[src/rtl/cond_pkg.sv]
// cond_pkg: shared definitions for the conditional-execution logic.
//   cond_e   : ARM condition field encodings EQ..AL plus NV (4'hF)
//   FLAG_*   : bit positions of N, Z, C, V inside the 4-bit flags word
//   FLAGS_W  : width of the flags word
package cond_pkg;

  localparam int FLAGS_W = 4;
  localparam int FLAG_N  = 3;
  localparam int FLAG_Z  = 2;
  localparam int FLAG_C  = 1;
  localparam int FLAG_V  = 0;

  typedef enum logic [3:0] {
    EQ = 4'h0, NE = 4'h1, CS = 4'h2, CC = 4'h3,
    MI = 4'h4, PL = 4'h5, VS = 4'h6, VC = 4'h7,
    HI = 4'h8, LS = 4'h9, GE = 4'hA, LT = 4'hB,
    GT = 4'hC, LE = 4'hD, AL = 4'hE, NV = 4'hF
  } cond_e;

endpackage

[src/rtl/cond_check.sv]
// cond_check: purely combinational condition evaluator.
// Ports:
//   Cond   (in, 4)        instruction condition field
//   Flags  (in, FLAGS_W)  registered {N,Z,C,V}
//   CondEx (out, 1)       condition passes
// NV (4'hF) is treated as always-pass so the output is never X.
module cond_check
  import cond_pkg::*;
(
  input  logic [3:0]         Cond,
  input  logic [FLAGS_W-1:0] Flags,
  output logic               CondEx
);

  logic n_s, z_s, c_s, v_s;

  assign n_s = Flags[FLAG_N];
  assign z_s = Flags[FLAG_Z];
  assign c_s = Flags[FLAG_C];
  assign v_s = Flags[FLAG_V];

  // Decode the condition field against the stored flags.
  always_comb begin
    CondEx = 1'b0;
    case (cond_e'(Cond))
      EQ:      CondEx = z_s;
      NE:      CondEx = ~z_s;
      CS:      CondEx = c_s;
      CC:      CondEx = ~c_s;
      MI:      CondEx = n_s;
      PL:      CondEx = ~n_s;
      VS:      CondEx = v_s;
      VC:      CondEx = ~v_s;
      HI:      CondEx = c_s & ~z_s;
      LS:      CondEx = ~c_s | z_s;
      GE:      CondEx = (n_s == v_s);
      LT:      CondEx = (n_s != v_s);
      GT:      CondEx = ~z_s & (n_s == v_s);
      LE:      CondEx = z_s | (n_s != v_s);
      AL:      CondEx = 1'b1;
      NV:      CondEx = 1'b1;
      default: CondEx = 1'b0;
    endcase
  end

endmodule

[src/rtl/cond_logic.sv]
// cond_logic: condition-gated write enables and the NZCV flags register.
// Ports:
//   clk, reset_n                 clock / asynchronous active-low reset
//   instr_valid                  instruction is real (not a bubble)
//   Cond[3:0]                    condition field
//   ALUFlags[3:0]                {N,Z,C,V} from the ALU this cycle
//   FlagW[1:0]                   [1] update N,Z ; [0] update C,V
//   PCS, RegW, MemW              unconditioned write requests
//   PCSrc, RegWrite, MemWrite    gated write enables (combinational)
//   CondEx                       condition passes (from registered Flags)
//   Flags[3:0]                   registered {N,Z,C,V}
//   exec_count, skip_count[31:0] executed / skipped instruction counters,
//                                present only when COND_STATS_EN is defined
module cond_logic
  import cond_pkg::*;
(
  input  logic               clk,
  input  logic               reset_n,
  input  logic               instr_valid,
  input  logic [3:0]         Cond,
  input  logic [FLAGS_W-1:0] ALUFlags,
  input  logic [1:0]         FlagW,
  input  logic               PCS,
  input  logic               RegW,
  input  logic               MemW,
  output logic               PCSrc,
  output logic               RegWrite,
  output logic               MemWrite,
  output logic               CondEx,
  output logic [FLAGS_W-1:0] Flags
`ifdef COND_STATS_EN
  ,
  output logic [31:0]        exec_count,
  output logic [31:0]        skip_count
`endif
);

  logic [FLAGS_W-1:0] flags_r;
  logic [FLAGS_W-1:0] flags_nxt_s;
  logic               cond_ex_s;
  logic               exec_s;

  cond_check u_cond_check (
    .Cond   (Cond),
    .Flags  (flags_r),
    .CondEx (cond_ex_s)
  );

  // A real instruction whose condition passes.
  assign exec_s   = cond_ex_s & instr_valid;

  assign CondEx   = cond_ex_s;
  assign PCSrc    = PCS  & exec_s;
  assign RegWrite = RegW & exec_s;
  assign MemWrite = MemW & exec_s;
  assign Flags    = flags_r;

  // Next flags: each half loads independently from the ALU when enabled.
  always_comb begin
    flags_nxt_s = flags_r;
    if (exec_s && FlagW[1]) begin
      flags_nxt_s[FLAG_N] = ALUFlags[FLAG_N];
      flags_nxt_s[FLAG_Z] = ALUFlags[FLAG_Z];
    end else begin
      flags_nxt_s[FLAG_N] = flags_r[FLAG_N];
      flags_nxt_s[FLAG_Z] = flags_r[FLAG_Z];
    end
    if (exec_s && FlagW[0]) begin
      flags_nxt_s[FLAG_C] = ALUFlags[FLAG_C];
      flags_nxt_s[FLAG_V] = ALUFlags[FLAG_V];
    end else begin
      flags_nxt_s[FLAG_C] = flags_r[FLAG_C];
      flags_nxt_s[FLAG_V] = flags_r[FLAG_V];
    end
  end

  // Flags register; reset discards any write pending at the same edge.
  always_ff @(posedge clk or negedge reset_n) begin
    if (!reset_n) begin
      flags_r <= {FLAGS_W{1'b0}};
    end else begin
      flags_r <= flags_nxt_s;
    end
  end

`ifdef COND_STATS_EN
  logic [31:0] exec_cnt_r;
  logic [31:0] skip_cnt_r;

  // Executed / skipped counters; bubbles count as neither. Wrap naturally.
  always_ff @(posedge clk or negedge reset_n) begin
    if (!reset_n) begin
      exec_cnt_r <= 32'd0;
      skip_cnt_r <= 32'd0;
    end else if (instr_valid) begin
      if (cond_ex_s) begin
        exec_cnt_r <= exec_cnt_r + 32'd1;
      end else begin
        skip_cnt_r <= skip_cnt_r + 32'd1;
      end
    end
  end

  assign exec_count = exec_cnt_r;
  assign skip_count = skip_cnt_r;
`endif

endmodule

[config.mk]
export PLATFORM = sky130hd
export DESIGN_NAME = cond_logic
export DESIGN_NICKNAME = d
export VERILOG_FILES = /design/src/rtl/cond_pkg.sv /design/src/rtl/cond_check.sv /design/src/rtl/cond_logic.sv
export SDC_FILE = /design/constraint.sdc
export NUM_CORES = 1
export LEC_CHECK = 0
export ABC_AREA = 1
export BUFFER_PORTS_ARGS = -buffer_cell sky130_fd_sc_hd__buf_2
export CAP_MARGIN = 10
export CORE_AREA = 2 2 39 41
export CTS_BUF_LIST = sky130_fd_sc_hd__clkbuf_8 sky130_fd_sc_hd__clkbuf_16
export DETAILED_ROUTE_END_ITERATION = 10
export DIE_AREA = 0 0 41 43
export PLACE_DENSITY_LB_ADDON = 0.05
export SLEW_MARGIN = 10
export SYNTH_ARGS = -nofsm -noshare
export SYNTH_HDL_FRONTEND = slang
export SYNTH_SLANG_ARGS = --single-unit
[constraint.sdc]
create_clock -name clk -period 2 [get_ports clk]
set_clock_uncertainty 0.15 [all_clocks]
set_input_delay 0 -clock clk [delete_from_list [all_inputs] [get_ports clk]]
set_output_delay 0 -clock clk [all_outputs]
set_load 0.01 [all_outputs]
==> results.json, run 1 <==
{
  "die_y_um": 43,
  "rsz0062_at_grt": "no",
  "coreArea_um2": 1380,
  "synth_common_cells": "nand2_1, inv_1, nand3_1",
  "yosys_warnings": 0,
  "path_clk_slew_ns": 0.03,
  "power.share.clock_pct": 22.7,
  "cts_root_buffer": "clkbuf_8",
  "syn_to_final_growth_pct": 44.5,
  "yosysMostFrequentCell": "nand2_1",
  "drive_gt1_share_pct": 35.1,
  "power_density_nw_per_um2": 887,
  "wirelength_mm": 1.53,
  "synth_seq_cells": 4,
  "grt_max_degree": 9,
  "antenna_found_initial": 0,
  "synth_nets": 114,
  "fp-row-count": 14,
  "port-buffer-count": 23,
  "die_w_um": 41,
  "first_iter_violations": 13,
  "grt.total_usage_pct": 20.8,
  "synthTopCellsByArea": "nand2_1, dfrtp_1, nand3_1",
  "detail_route.wl_per_cell_um": 10.4,
  "cp-start-kind": "flop",
  "final.setup.tns_ns": 0,
  "io_pins": 24,
  "fin_crit_ns": 1.83,
  "critPathKind": "reg2out",
  "syn_area_per_cell_um2": 5.77,
  "antenna_cells": 0,
  "status": "complete, no violations",
  "ant_nets": 0,
  "route.vias.total": 706,
  "internal-power_w": 0.000396,
  "largest_reg_flops": 4,
  "async_reset_ff_share_pct": 100,
  "layout.cells.non_filler": 147,
  "grt.overflow.total": 0,
  "vias_per_cell": 4.80,
  "clockBufferDepth": 2,
  "p_sw_share_pct": 45.4,
  "p_sw_w": 0.000329,
  "setup_viol": 0,
  "slew_viol_final": 0,
  "reg2reg_from": "Flags[2]$_DFFE_PN0P_",
  "synth.top_cell.area_share_pct": 23.2,
  "power_w": 0.000725,
  "r2r_end": "Flags[3]$_DFFE_PN0P_",
  "clock_latency_ns": 0.21,
  "synth.distinct_cells": 17,
  "pre_cts_ws_ns": 0.362,
  "grt_pass1_vias": 640,
  "min_period_over_period_pct": 91.3,
  "critical_path.startpoint": "Flags[2]$_DFFE_PN0P_",
  "cts_max_level": 1,
  "leakagePower_nw": 0.479,
  "numCtsBuffers": 3,
  "start_util_pct": 40.9,
  "worstPathArrival_ns": 1.68,
  "tightestPinTransition_ns": 0.230,
  "dp_cells": 135,
  "end_kind": "primary output",
  "maxCapViolCount": 0,
  "drc": 0,
  "ff2ff_setup_slack_ns": 0.37,
  "max_freq_mhz": 547,
  "syn_area_um2": 566,
  "seq_area_frac_synth_pct": 17.7,
  "timing.final.ws_setup_ns": 0.173,
  "synth_ff_type": "dfrtp_1",
  "firstDrtPassIters": 4,
  "worstRegToRegCells": 9,
  "cp.required_ns": 1.85,
  "clkSinkCount": 4,
  "cp_max_fo": 6,
  "ir_drop_mv": 0.809,
  "hold_depth": 4,
  "synth_edf_count": 0,
  "ctsHoldBuffers": 9,
  "crit_path_end": "MemWrite",
  "cts_tree": "built",
  "hpwl_mm": 1.15,
  "seqPwrFrac_pct": 23.8,
  "postCtsSetupRepairBufs": 0,
  "hold_violations": 0,
  "p_comb_share_pct": 53.5,
  "grt_first_pass_wirelength_mm": 2.64,
  "place_congestion": 0.753,
  "synth.largest_area_cell": "nand2_1",
  "hold_path_class": "in2out",
  "die_area_um2": 1760,
  "relSlewSlack_pct": 84.7,
  "cts.repair.resized": 0,
  "syn_inst": 98,
  "layout.nets": 149
}
## how the worst min path moves through the flow
stage | startpoint | endpoint
3_3_place_gp | reset_n | Flags[2]$_DFFE_PN0P_
3_5_place_dp | reset_n | Flags[2]$_DFFE_PN0P_
5_1_grt | RegW | RegWrite
2_1_floorplan | reset_n | Flags[0]$_DFFE_PN0P_
6_report | PCS | PCSrc
4_1_cts | PCS | PCSrc
## per-stage QoR
| stage | hold WS, ns | instance area (um2) | util (%) |
|---|---|---|---|
| 2_1_floorplan | -0.446 | 566 | - |
| 3_5_place_dp | -0.342 | 686 | 49.5 |
| 6_report | 0.142 | 817 | 59.0 |
| 4_1_cts | 0.146 | 817 | 59.0 |
| 3_3_place_gp | -0.342 | 686 | 49.5 |
| 5_1_grt | 0.163 | 817 | 59.0 |
## logic make-up (layout without fill, tap and decap cells)
kind of cell / count (synthesis) / in the layout / synth area share [%]
simple gates: 72 / 72 / 63.9
buf+inv: 19 / 52 / 13.9
flops: 4 / 4 / 17.7
compound gates: 3 / 3 / 4.43
## layout make-up
class,count,area (um2)
fillers,132,567
multi-input cells,75,387
repair buffers,32,205
flip-flops and latches,4,100
inverters,17,63.8
clock buffers,3,41.3
well taps,16,20.0
## cell usage in the layout (no fill, tap or decap)
master | netlist | layout
nor2_4 | 1 | 1
buf_2 | 0 | 23
nand2_4 | 2 | 2
o211ai_1 | 1 | 1
nor3_1 | 1 | 1
a21oi_2 | 2 | 2
nand2_2 | 5 | 5
nor2_1 | 7 | 7
clkinv_1 | 1 | 1
clkbuf_8 | 0 | 3
inv_1 | 11 | 11
dlygate4sd3_1 | 0 | 9
inv_2 | 5 | 5
nor2_2 | 4 | 4
nand4_1 | 6 | 6
dfrtp_1 | 4 | 4
nand2_1 | 35 | 35
nand4_4 | 1 | 1
nand3_1 | 10 | 10
## metal layers
layer,track usage (%),vias to the layer above,wire [um],part of all wire (%)
li1,-,373,-,-
met4,0,0,0,0
met1,26.5,308,689,45
met2,38.1,25,779,51
met5,0,-,0,0
met3,1.57,0,57,3.7
## worst max-delay path, cell delays in order (launching register included)
cell and delay (ns):
dfrtp_1 0.44, inv_1 0.11, nand3_1 0.10, nand3_1 0.08, nand2_1 0.14, inv_1 0.07, nor2_2 0.14, nand4_4 0.13
nand2_2 0.10, nor2_1 0.04, buf_2 0.13
## power groups by stage
| stage | Clock (W) | Sequential [W] | Combinational [W] |
|---|---|---|---|
| after global placement | 0 | 0.000172 | 0.000370 |
| final | 0.000164 | 0.000173 | 0.000388 |
| after CTS | 0.000168 | 0.000173 | 0.000385 |
| after floorplan | 0 | 0.000177 | 0.000244 |
| after global routing | 0.000173 | 0.000181 | 0.000434 |
| after detailed placement | 0 | 0.000173 | 0.000370 |
No activity file was read; power rests on OpenSTA's default activity.
==> inputs of run 2 (changes only) <==
--- a/config.mk
+++ b/config.mk
@@ -13,6 +13,7 @@
 export DETAILED_ROUTE_END_ITERATION = 10
 export DIE_AREA = 0 0 41 43
 export PLACE_DENSITY_LB_ADDON = 0.05
+export REMOVE_ABC_BUFFERS = 1
 export SLEW_MARGIN = 10
 export SYNTH_ARGS = -nofsm -noshare
 export SYNTH_HDL_FRONTEND = slang
==> run 2 against run 1 <==
Effect of this change:
- non-clock buffer count is the same
- wire length grew 5.5%
- via count grew 2.7%
- clock-buffer cell count is the same
- maximum frequency is essentially flat
- utilization is the same
- first-iteration DRC count grew 38%
- clock power is essentially flat
- hold slack lost 0.0020 ns
- highest routed layer is now met4
==> results.json, run 2 (synthesis results as in run 1) <==
{
  "cts_max_level": 1,
  "layout.nets": 149,
  "syn_to_final_growth_pct": 44.5,
  "cp.required_ns": 1.85,
  "crit_path_max_incr_delay_ns": 0.43,
  "place_congestion": 0.844,
  "reg2reg_from": "Flags[3]$_DFFE_PN0P_",
  "antenna_cells": 0,
  "slew_viol_final": 0,
  "mostFrequentLayoutCells": "nand2_1, buf_2, inv_1, nand3_1, dlygate4sd3_1",
  "pre_cts_ws_ns": 0.361,
  "status": "complete, no violations",
  "ir_drop_mv": 0.717,
  "drc": 0,
  "crit_family": "simple AND/OR/NAND/NOR gates",
  "min_period_over_period_pct": 91.3,
  "first_iter_violations": 18,
  "io_pins": 24,
  "p_sw_w": 0.000332,
  "grt_max_degree": 9,
  "min_from": "RegW",
  "start_util_pct": 40.9,
  "largest_reg_flops": 4,
  "maxCapViolCount": 0,
  "crit_chain": "inv_2, nand2_1, nand2_2, nand2_2, nand3_1, nand2_1, nor2_2, nand4_4, nand2_2, nor2_1, buf_2",
  "tightestPinTransition_ns": 0.219,
  "die_area_um2": 1760,
  "critPathKind": "reg2out",
  "slowest_stage": "dfrtp_1",
  "leakagePower_nw": 0.479,
  "power_density_nw_per_um2": 891,
  "fp-row-count": 14,
  "rsz0062_at_grt": "no",
  "seqPwrFrac_pct": 24.4,
  "numCtsBuffers": 3,
  "die_w_um": 41,
  "final.setup.tns_ns": 0,
  "cts_root_buffer": "clkbuf_8",
  "drive_gt1_share_pct": 35.9,
  "die_y_um": 43,
  "p_comb_share_pct": 52.6,
  "p_sw_share_pct": 45.6,
  "clock_latency_ns": 0.22,
  "internal-power_w": 0.000396,
  "route.vias.total": 725,
  "clockBufferDepth": 2,
  "end_kind": "primary output",
  "grt.total_usage_pct": 21.0,
  "critical_path.startpoint": "Flags[3]$_DFFE_PN0P_",
  "crit_top_cell": "nand2_2",
  "hold_violations": 0,
  "cp_max_fo": 6,
  "grt.overflow.total": 0,
  "detail_route.wl_per_cell_um": 11.0,
  "path_clk_slew_ns": 0.03,
  "timing.hold.ws_ns": 0.140,
  "ant_nets": 0,
  "firstDrtPassIters": 4,
  "grt_first_pass_wirelength_mm": 2.53,
  "fillerInstances": 140,
  "setup_viol": 0,
  "fin_crit_ns": 1.83,
  "grt_pass1_vias": 637,
  "max_freq_mhz": 547,
  "coreArea_um2": 1380,
  "cts_tree": "built",
  "relSlewSlack_pct": 85.4,
  "wirelength_mm": 1.61,
  "mostFrequentLayoutCell": "nand2_1",
  "hpwl_mm": 1.16,
  "timing.final.ws_setup_ns": 0.173,
  "port-buffer-count": 23,
  "vias_per_cell": 4.93,
  "clkSinkCount": 4,
  "antenna_found_initial": 0,
  "worstPathArrival_ns": 1.68,
  "crit_buf_inv": 2,
  "power.share.clock_pct": 23.0,
  "final_core_util_pct": 59.0,
  "cp-start-kind": "flop",
  "hold_path_class": "in2out"
}
run 2: cell count changes in the layout (fill, tap and decap cells not counted):
| cell | delta |
|---|---|
| inv_1 | -1 |
| inv_2 | +1 |
run 2: worst paths after layout:
kind | end | slack, ns | cells after the start
hold / removal | RegWrite | 0.14 | 4
hold reg to reg | Flags[3]$_DFFE_PN0P_ | 0.45 | 2
setup / recovery | PCSrc | 0.17 | 11
max in group asynchronous | Flags[1]$_DFFE_PN0P_ | 1.00 | 3
min in group asynchronous | Flags[0]$_DFFE_PN0P_ | 0.54 | 3
setup reg to reg | Flags[3]$_DFFE_PN0P_ | 0.36 | 10
run 2: layout make-up:
| type | instances | area (um2) | share of cell area [%] |
|---|---|---|---|
| clock buffers | 3 | 41.3 | 5.05 |
| inverters | 17 | 63.8 | 7.81 |
| multi-input cells | 75 | 387 | 47.3 |
| flip-flops and latches | 4 | 100 | 12.3 |
| well taps | 16 | 20.0 | 2.45 |
| repair buffers | 32 | 205 | 25.1 |
run 2: per-layer routing:
metal,GRT usage (%),up-vias,share of wire [%]
li1,-,374,-
met3,2.62,2,6.1
met4,8.00,0,0.87
met2,35.0,31,52
met5,0,-,0
met1,26.0,318,41
run 2: metrics by stage:
stage               cell area (um2)  total power [W]  cells
global placement                686         0.000541    135
floorplan                       551         0.000415     96
finish                          817         0.000728    147
CTS                             817         0.000725    147
detailed placement              686         0.000539    135
global route                    817         0.000783    147
run 2: worst register-to-register path: stages, from the launching register on:
cell and delay, ns:
dfrtp_1 0.43, inv_2 0.11, nand2_1 0.08, nand2_2 0.09
nand2_2 0.06, nand3_1 0.08, nand2_1 0.07, nor2_2 0.12
nand4_4 0.14, nand4_1 0.13, nand2_1 0.06
run 2: timing repair:
| item | CTS | global route |
|---|---|---|
| endpoints found under the setup margin | 0 | 1 |
| hold endpoints to repair | 8 | 0 |
| gates resized for setup | 0 | 1 |
| setup buffers | 0 | 0 |
| hold buffers | 9 | 0 |
run 2: power groups by stage:
stage          Sequential [W]  Clock (W)  Combinational, W
2_1_floorplan        0.000177          0          0.000238
3_3_place_gp         0.000175          0          0.000367
3_5_place_dp         0.000175          0          0.000364
6_report             0.000178   0.000167          0.000383
4_1_cts              0.000175   0.000171          0.000380
5_1_grt              0.000187   0.000175          0.000421
==> inputs of run 3 (changes only) <==
--- a/config.mk
+++ b/config.mk
@@ -5,7 +5,6 @@
 export SDC_FILE = /design/constraint.sdc
 export NUM_CORES = 1
 export LEC_CHECK = 0
-export ABC_AREA = 1
 export BUFFER_PORTS_ARGS = -buffer_cell sky130_fd_sc_hd__buf_2
 export CAP_MARGIN = 10
 export CORE_AREA = 2 2 39 41
==> run 3 against run 2 <==
Effect of this change:
- maximum frequency is 8.3% lower
- combinational power down 14%
- wire length is 25% lower
- flip-flop and latch count did not move
- final area is 8.4% lower
- synthesized cell count fell by 50%
- setup slack got worse by 0.17 ns
- hold slack lost 0.11 ns
- non-clock buffer count grew 6
- power fell by 8.7%
- global-route usage decreased by 5.2 points
- via count decreased by 32%
- critical path type unchanged
- critical endpoint unchanged
- largest power group unchanged
- highest routed layer unchanged
==> results.json, run 3 <==
{
  "status": "complete, no violations",
  "synth_edf_count": 0,
  "cts_root_buffer": "clkbuf_8",
  "final.setup.tns_ns": 0,
  "seq_area_frac_synth_pct": 24.8,
  "port-buffer-count": 23,
  "first_iter_violations": 7,
  "max_freq_mhz": 502,
  "antenna_found_initial": 0,
  "seqPwrFrac_pct": 25.3,
  "mostFrequentLayoutCell": "buf_2",
  "worstRegToRegCells": 8,
  "drive_gt1_share_pct": 50.0,
  "p_sw_w": 0.000228,
  "fillerInstances": 136,
  "relSlewSlack_pct": 79.1,
  "largest_reg_flops": 4,
  "r2r_end": "Flags[1]$_DFFE_PN0P_",
  "drc": 0,
  "ir_drop_mv": 0.736,
  "grt_max_degree": 13,
  "grt_pass1_vias": 456,
  "ant_nets": 0,
  "internal-power_w": 0.000436,
  "synth_ff_type": "dfrtp_1",
  "worstPathArrival_ns": 1.84,
  "async_reset_ff_share_pct": 100,
  "setup_viol": 0,
  "start_util_pct": 29.1,
  "p_comb_share_pct": 49.4,
  "die_w_um": 41,
  "fin_crit_ns": 1.99,
  "rsz0062_at_grt": "yes",
  "cp.required_ns": 1.85,
  "grt.total_usage_pct": 15.8,
  "detail_route.wl_per_cell_um": 11.6,
  "cp-start-kind": "flop",
  "die_y_um": 43,
  "synth.largest_area_cell": "dfrtp_1",
  "syn_to_final_growth_pct": 85.7,
  "syn_inst": 49,
  "fp-row-count": 14,
  "die_area_um2": 1760,
  "end_kind": "primary output",
  "antenna_cells": 0,
  "postLayoutCellArea_um2": 748,
  "p_sw_share_pct": 34.3,
  "critPathKind": "reg2out",
  "cts_tree": "built",
  "maxCapViolCount": 0,
  "cp_max_fo": 7,
  "power_density_nw_per_um2": 887,
  "min_period_over_period_pct": 99.6,
  "route.vias.total": 495,
  "hold_depth": 4,
  "synthTopCellsByArea": "dfrtp_1, mux2_1, and2_1",
  "mostFrequentLayoutCells": "buf_2, dlygate4sd3_1, buf_4, inv_1",
  "ff2ff_setup_slack_ns": 0.05,
  "slew_viol_final": 0,
  "reg2reg_from": "Flags[3]$_DFFE_PN0P_",
  "clockBufferDepth": 2,
  "power.share.clock_pct": 25.3,
  "layout.nets": 106,
  "hold_violations": 0,
  "wirelength_mm": 1.21,
  "vias_per_cell": 4.76,
  "grt.overflow.total": 0,
  "min_to": "Flags[2]$_DFFE_PN0P_",
  "numCtsBuffers": 3,
  "regArea_um2": 101,
  "grt_first_pass_wirelength_mm": 1.87,
  "layout.cells.non_filler": 104,
  "path_clk_slew_ns": 0.03,
  "placed_area_um2": 541,
  "min_from": "instr_valid",
  "syn_area_um2": 403,
  "yosys_warnings": 0,
  "synth_seq_cells": 4,
  "io_pins": 24,
  "firstDrtPassIters": 3,
  "hpwl_um": 875,
  "tightestPinTransition_ns": 0.310,
  "final_core_util_pct": 54.1,
  "synth.distinct_cells": 28,
  "leakagePower_nw": 0.374,
  "syn_area_per_cell_um2": 8.22,
  "dp_cells": 88,
  "multi_input_area_um2": 323,
  "synth.top_cell.area_share_pct": 24.8,
  "clkSinkCount": 4,
  "synth_common_cells": "dfrtp_1, inv_1",
  "place_congestion": 0.695,
  "coreArea_um2": 1380,
  "clock_latency_ns": 0.22,
  "hold_path_class": "in2reg",
  "cts_max_level": 1
}
run 3: cell types whose count changed in the layout (fill, tap and decap cells not counted), sizes merged, moves of 2 or more:
cell and change:
and2 +3, nand4 -5, o21ai +3, mux2 +3
buf +7, nand2 -40, o41ai +2, inv -12
nor2 -9, nor3 +3, nand3 -7
run 3: cells by family (layout without fill, tap and decap cells):
logic type	Yosys count	in the layout	synth area share (%)
and+or+nand+nor	23	23	35.1
DFF	4	4	24.8
muxes	4	4	10.9
xor gates and xnor gates	2	2	4.35
buffers and inverters	6	45	6.83
AOI/OAI and AO/OA	10	10	18.0
run 3: cell type report:
class / instances / area share [%]
inverter: 4 / 2.01
tap: 16 / 2.68
clock buffer: 3 / 5.52
multi-input combinational: 39 / 43.1
timing repair buffer: 38 / 33.1
sequential: 4 / 13.5
run 3: how the worst max path moves through the flow:
stage                          from                   end  slack, ns
3_5_place_dp   Flags[3]$_DFFE_PN0P_  Flags[3]$_DFFE_PN0P_      -0.04
4_1_cts        Flags[3]$_DFFE_PN0P_                 PCSrc      -0.02
6_report       Flags[3]$_DFFE_PN0P_                 PCSrc      0.007
2_1_floorplan  Flags[3]$_DFFE_PN0P_  Flags[3]$_DFFE_PN0P_       0.05
3_3_place_gp   Flags[3]$_DFFE_PN0P_  Flags[3]$_DFFE_PN0P_      -0.02
5_1_grt        Flags[3]$_DFFE_PN0P_                 PCSrc      -0.13
run 3: stage by stage:
stage | total power [W] | hold slack (ns) | setup slack (ns)
after floorplan | 0.000278 | -0.446 | 0.0538
after global placement | 0.000390 | -0.340 | -0.0246
after detailed placement | 0.000389 | -0.343 | -0.0390
after CTS | 0.000637 | 0.0379 | -0.0219
after global routing | 0.000717 | 0.0746 | -0.134
final | 0.000664 | 0.0292 | 0.00720
run 3: worst max-delay path, cell delays in order (launching register included):
cell and delay [ns]:
dfrtp_2 0.45, buf_4 0.15, nand3b_1 0.07, o21ai_1 0.07, a21o_1 0.18, a211oi_2 0.24, buf_4 0.15, nor3b_2 0.04
and2_1 0.14, buf_2 0.13
run 3: what timing repair did:
item,4_1_cts,5_1_grt
gates resized for setup,6,5
hold buffers,8,0
endpoints found under the hold margin,8,0
setup buffers,4,1
pin swaps,6,3
setup endpoints to repair,7,8
run 3: power groups by stage:
stage	sequential (W)	clock (W)	combinational (W)
2_1_floorplan	0.000162	0	0.000116
4_1_cts	0.000167	0.000172	0.000297
5_1_grt	0.000177	0.000181	0.000359
6_report	0.000168	0.000168	0.000328
3_3_place_gp	0.000161	0	0.000229
3_5_place_dp	0.000162	0	0.000227
run 3: per-layer routing:
layer / routed length (um) / global-route usage, % / up-vias / share of wire (%)
met5: 0 / 0 / - / 0
met4: 24 / 10.0 / 0 / 2.0
met3: 59 / 1.57 / 2 / 4.9
met2: 591 / 25.9 / 19 / 49
met1: 533 / 18.3 / 212 / 44
li1: - / - / 262 / -
